===== src/rtl/fc_argmax_5_9.sv =====
`default_nettype none
// ============================================================================
//  Module      : fc_argmax_5_9
//  Description : Argmax classifier stage for a serial fc-layer output stream.
//                Accepts M signed T-bit elements one per input handshake and
//                emits the position and value of the largest one as a single
//                result beat. Ties keep the lower index.
//  Ports       : clk          - rising-edge clock
//                reset        - asynchronous, active-low (0 = in reset)
//                input_valid  - upstream element valid
//                input_ready  - element accepted this cycle (state decode)
//                input_data   - signed element
//                output_valid - result beat valid (state decode)
//                output_ready - downstream accepts the result
//                output_index - position 0..M-1 of the maximum element
//                output_max   - signed value of the maximum element
//  Options     : FC_ARGMAX_RELU_EN - when defined, every accepted element is
//                clamped to zero if negative before compare and store.
//  Revision    : 1.0 - initial release
// ============================================================================
module fc_argmax_5_9 #(
    parameter  int M         = 5,
    parameter  int T         = 9,
    localparam int LOGSIZE_M = $clog2(M)
) (
    input  logic                 clk,
    input  logic                 reset,
    input  logic                 input_valid,
    output logic                 input_ready,
    input  logic signed [T-1:0]  input_data,
    output logic                 output_valid,
    input  logic                 output_ready,
    output logic [LOGSIZE_M-1:0] output_index,
    output logic signed [T-1:0]  output_max
);

    localparam logic [LOGSIZE_M-1:0] c_LAST = LOGSIZE_M'(M - 1);

    typedef enum logic [0:0] {
        S_ACCUM = 1'b0,
        S_HOLD  = 1'b1
    } state_t;

    state_t                 r_state;
    state_t                 w_next_state;
    logic [LOGSIZE_M-1:0]   r_count;
    logic [LOGSIZE_M-1:0]   r_index;
    logic signed [T-1:0]    r_max;

    logic                   w_accept;
    logic signed [T-1:0]    w_elem;
    logic                   w_take;
    logic signed [T-1:0]    w_new_max;
    logic [LOGSIZE_M-1:0]   w_new_index;

    // ------------------------------------------------------------------------
    // State register
    // ------------------------------------------------------------------------
    always_ff @(posedge clk or negedge reset) begin
        if (!reset) begin
            r_state <= S_ACCUM;
        end else begin
            r_state <= w_next_state;
        end
    end

    // ------------------------------------------------------------------------
    // Next-state and handshake decode; both handshake outputs depend only on
    // the state register so there is no combinational input-to-output path.
    // ------------------------------------------------------------------------
    always_comb begin
        w_next_state = r_state;
        input_ready  = 1'b0;
        output_valid = 1'b0;
        w_accept     = 1'b0;
        case (r_state)
            S_ACCUM: begin
                input_ready = 1'b1;
                w_accept    = input_valid;
                if (input_valid && (r_count == c_LAST)) begin
                    w_next_state = S_HOLD;
                end
            end
            S_HOLD: begin
                output_valid = 1'b1;
                if (output_ready) begin
                    w_next_state = S_ACCUM;
                end
            end
            default: begin
                w_next_state = S_ACCUM;
            end
        endcase
    end

    // ------------------------------------------------------------------------
    // Element conditioning and running-max compare
    // ------------------------------------------------------------------------
    always_comb begin
`ifdef FC_ARGMAX_RELU_EN
        w_elem = input_data[T-1] ? '0 : input_data;
`else
        w_elem = input_data;
`endif
        // The first element of a vector always seeds the running max; later
        // elements replace it only when strictly greater, so ties stay low.
        w_take      = (r_count == '0) || (w_elem > r_max);
        w_new_max   = w_take ? w_elem  : r_max;
        w_new_index = w_take ? r_count : r_index;
    end

    // ------------------------------------------------------------------------
    // Datapath registers. The result registers are loaded on the same edge
    // that accepts the last element, so they are already valid when the
    // state flips to HOLD and stay frozen until the next vector completes.
    // ------------------------------------------------------------------------
    always_ff @(posedge clk or negedge reset) begin
        if (!reset) begin
            r_count      <= '0;
            r_index      <= '0;
            r_max        <= '0;
            output_index <= '0;
            output_max   <= '0;
        end else if (w_accept) begin
            r_max   <= w_new_max;
            r_index <= w_new_index;
            if (r_count == c_LAST) begin
                r_count      <= '0;
                output_max   <= w_new_max;
                output_index <= w_new_index;
            end else begin
                r_count <= r_count + 1'b1;
            end
        end
    end

endmodule
`default_nettype wire


===== config.mk =====
export PLATFORM = sky130hd
export DESIGN_NAME = fc_argmax_5_9
export DESIGN_NICKNAME = d
export VERILOG_FILES = /design/src/rtl/fc_argmax_5_9.sv
export SDC_FILE = /design/constraint.sdc
export NUM_CORES = 1
export LEC_CHECK = 0
export CAP_MARGIN = 25
export CORE_ASPECT_RATIO = 0.9
export CORE_UTILIZATION = 37
export DETAILED_ROUTE_END_ITERATION = 10
export GPL_ROUTABILITY_DRIVEN = 0
export PLACE_DENSITY = 0.57
export RECOVER_POWER = 100
export SYNTH_ARGS = -nofsm -noshare
export SYNTH_HDL_FRONTEND = slang
export SYNTH_SLANG_ARGS = --single-unit

===== constraint.sdc =====
create_clock -name clk -period 2.9 [get_ports clk]
set_input_delay 0.29 -clock clk [delete_from_list [all_inputs] [get_ports clk]]
set_output_delay 0.29 -clock clk [all_outputs]
set_load 0.1 [all_outputs]

==> flow_summary_export.csv <==
group,metric,value,unit
run_status,status,"finished with violations",
run_status,violations,"capacitance limit, slew limit",
setup_path,cp_data_required_time,3120,ps
synthesis,synth_edf_count,0,
setup_path,cp_slowest_cell,"dlygate4sd3_1",
cells_and_area,drive_gt1_frac,0.109,
cells_and_area,num-nets-final,265,
setup_path,r2r_slack,580,ps
sta,min_period_over_period,0.855,
sta,timing.slew.headroom,-0.0331,
cells_and_area,final_common_cell,"nand2_1",
synthesis,yosysSeqAreaShare,0.386,
setup_path,crit_fanout,5,
hold_path,min_path_type,"reg -> reg",
synthesis,syn-cell-area,0.00182,mm²
route,drt_pass1_iterations,4,
global_routing,grt_pass1_wl,7.78,mm
route,viasPerCell,5.43,
clock_network,cts_resized,0,
clock_network,worstSkewPairLatency,270,ps
cells_and_area,areaGrowthSynthToFinish,17.0,%
setup_path,startpoint_type,"input port",
sta,fin_skew,4.07,ps
clock_network,post_cts_buffers,0,
clock_network,hold_buffers,0,
route,drtIter0Drc,73,
global_routing,overflow,0,
sta,finalSetupViolCount,0,
setup_path,crit_arrival,2700,ps
cells_and_area,fill_cells,470,
sta,rsz0062_at_grt,"false",
floorplanning,row_count,23,
setup_path,cp_slowest_stage_delay,580,ps
synthesis,synth-main-ff-cell,"dfrtp_1",
sta,min_period,2480,ps
route,wire_per_inst,15.4,µm
clock_network,clock-sinks,28,
floorplanning,start_util,0.397,
synthesis,ys.warnings.count,0,
setup_path,critical_path.top_delay_family,"buffers and inverters",
global_routing,grt_max_degree,29,
hold_path,min_from,"output_index[2]$_DFFE_PN0P_",
setup_path,timing.rr.start,"r_max[7]$_DFFE_PN0P_",
global_routing,antenna_found_initial,0,
clock_network,path_clk_slew,90,ps
synthesis,synth.avg_cell_area,8.69,µm²
floorplanning,dieArea,0.00519,mm²
hold_path,hold_path_end,"output_index[2]$_DFFE_PN0P_",
setup_path,worst_r2r_path_depth,9,
sta,tns,0,ps
clock_network,ctsHtreeMaxLevel,1,
job,cap_violations,1,
route,vias,1635,
hold_path,min_delay_path_depth,1,
synthesis,synthDistinctLibCells,33,
setup_path,path_cells,"dlygate4sd3_1 -> ha_1 -> and4_4 -> a31oi_1 -> clkbuf_1 -> o21ai_0 -> nand2_1 -> buf_4 -> o221a_2",
global_routing,grt_use_total,0.204,
clock_network,tritoncts,"built",
sta,tightestPinTransition,1550,ps
global_routing,grt_pass1_vias,1540,
clock_network,clockBufferDepth,2,
place,numPortBuffers,26,
setup_path,r2r_end,"output_max[3]$_DFFE_PN0P_",
setup_path,endpoint_kind,"register",
place,hpwlAfterDp,3.29,mm
sta,fmax,0.403,GHz
route,ant_nets,0,
clock_network,cts-buffers-inserted,3,
synthesis,synth_nets,233,
clock_network,clock-root-buffer,"clkbuf_8",
floorplanning,die_h,68.5,µm
sta,slew_viol_final,29,
floorplanning,ios,27,
synthesis,ys_ff_latch,28,
cells_and_area,antenna_cells,0,
sta,hold_viol,0,
route,drt_wl_total,4.63,mm
cells_and_area,final_cell_mix,"nand2_1, dfrtp_1, clkbuf_1, nor2_1, inv_1",
setup_path,cp_num_buf_inv,3,
floorplanning,coreArea,0.00458,mm²
synthesis,async_flop_share,1.00,
setup_path,path_class,"in -> reg",
synthesis,syn_inst,209,
route,drc,0,
floorplanning,dieWidth,75.9,µm
## cell families after synthesis
group,share of synthesized area
buffers and inverters,0.0668
and+or+nand+nor,0.262
AOI/OAI and AO/OA,0.204
adders and majority gates,0.0758
DFF,0.386
muxes,0.00551
## final cells by class
cell class              count  area (µm²)  share of cell area
flip-flops and latches     28         701               0.330
multi-input cells         154         995               0.468
well taps                  62        77.6              0.0365
inverters                  14        52.6              0.0247
clock buffers               3        41.3              0.0194
repair buffers             40         259               0.122
## stage by stage
step	hold WS, ps	instances	util	setup slack, ps	instance area [µm²]
5_1_grt	545	301	0.465	298	2130
3_5_place_dp	503	298	0.471	314	2160
2_1_floorplan	-5.59	209	-	763	1820
4_1_cts	402	301	0.480	605	2200
6_report	520	301	0.465	421	2130
3_3_place_gp	507	298	0.471	317	2160
## worst max-delay path by stage
stage | start | end | depth (start not counted)
after global placement | input_data[4] | r_max[2]$_DFFE_PN0P_ | 8
after global routing | input_data[4] | output_max[2]$_DFFE_PN0P_ | 9
after detailed placement | input_data[4] | r_max[2]$_DFFE_PN0P_ | 8
final | input_data[4] | output_max[3]$_DFFE_PN0P_ | 9
after CTS | input_data[4] | r_max[2]$_DFFE_PN0P_ | 8
after floorplan | r_state$_DFF_PN0_ | r_max[0]$_DFFE_PN0P_ | 5
## state kept, by name, summed over array words and instances, names as in the netlist
signal        cells
r_count           3
r_state           1
output_index      3
output_max        9
r_index           3
r_max             9
## routing by layer
layer	GRT usage	share of wire	wire, µm
met1	0.288	0.50	2320
met2	0.331	0.45	2060
met3	0.0383	0.050	230
met4	0.0301	0.0037	17
met5	0	0	0
## worst reg2reg max path: stages (launching register included)
cell and delay (ps):
dfrtp_1 420, inv_1 60, ha_1 300, and3_1 220
a31oi_1 330, clkbuf_1 260, o21ai_0 130, nand2_1 190
buf_4 180, o221a_2 180
## cells in the mapped netlist, types with 2 or more instances
library cell	count	area [µm²]
or3_1	8	50.1
o221a_2	11	124
nand4_1	3	18.8
nor3_1	3	15.0
nor2_1	15	56.3
o221ai_1	8	70.1
nand2b_1	12	75.1
nor3b_1	9	67.6
ha_1	11	138
o21ai_0	8	40.0
o31ai_1	3	22.5
a21oi_1	4	20.0
clkbuf_1	6	22.5
nand3_1	3	15.0
o211ai_1	2	15.0
buf_2	4	20.0
buf_4	2	15.0
nand2_1	39	146
inv_1	14	52.6
a31oi_1	4	25.0
dfrtp_1	28	701
Power is not shown: default switching activity piles up to over one toggle a cycle in this logic, so the estimate is an artifact.
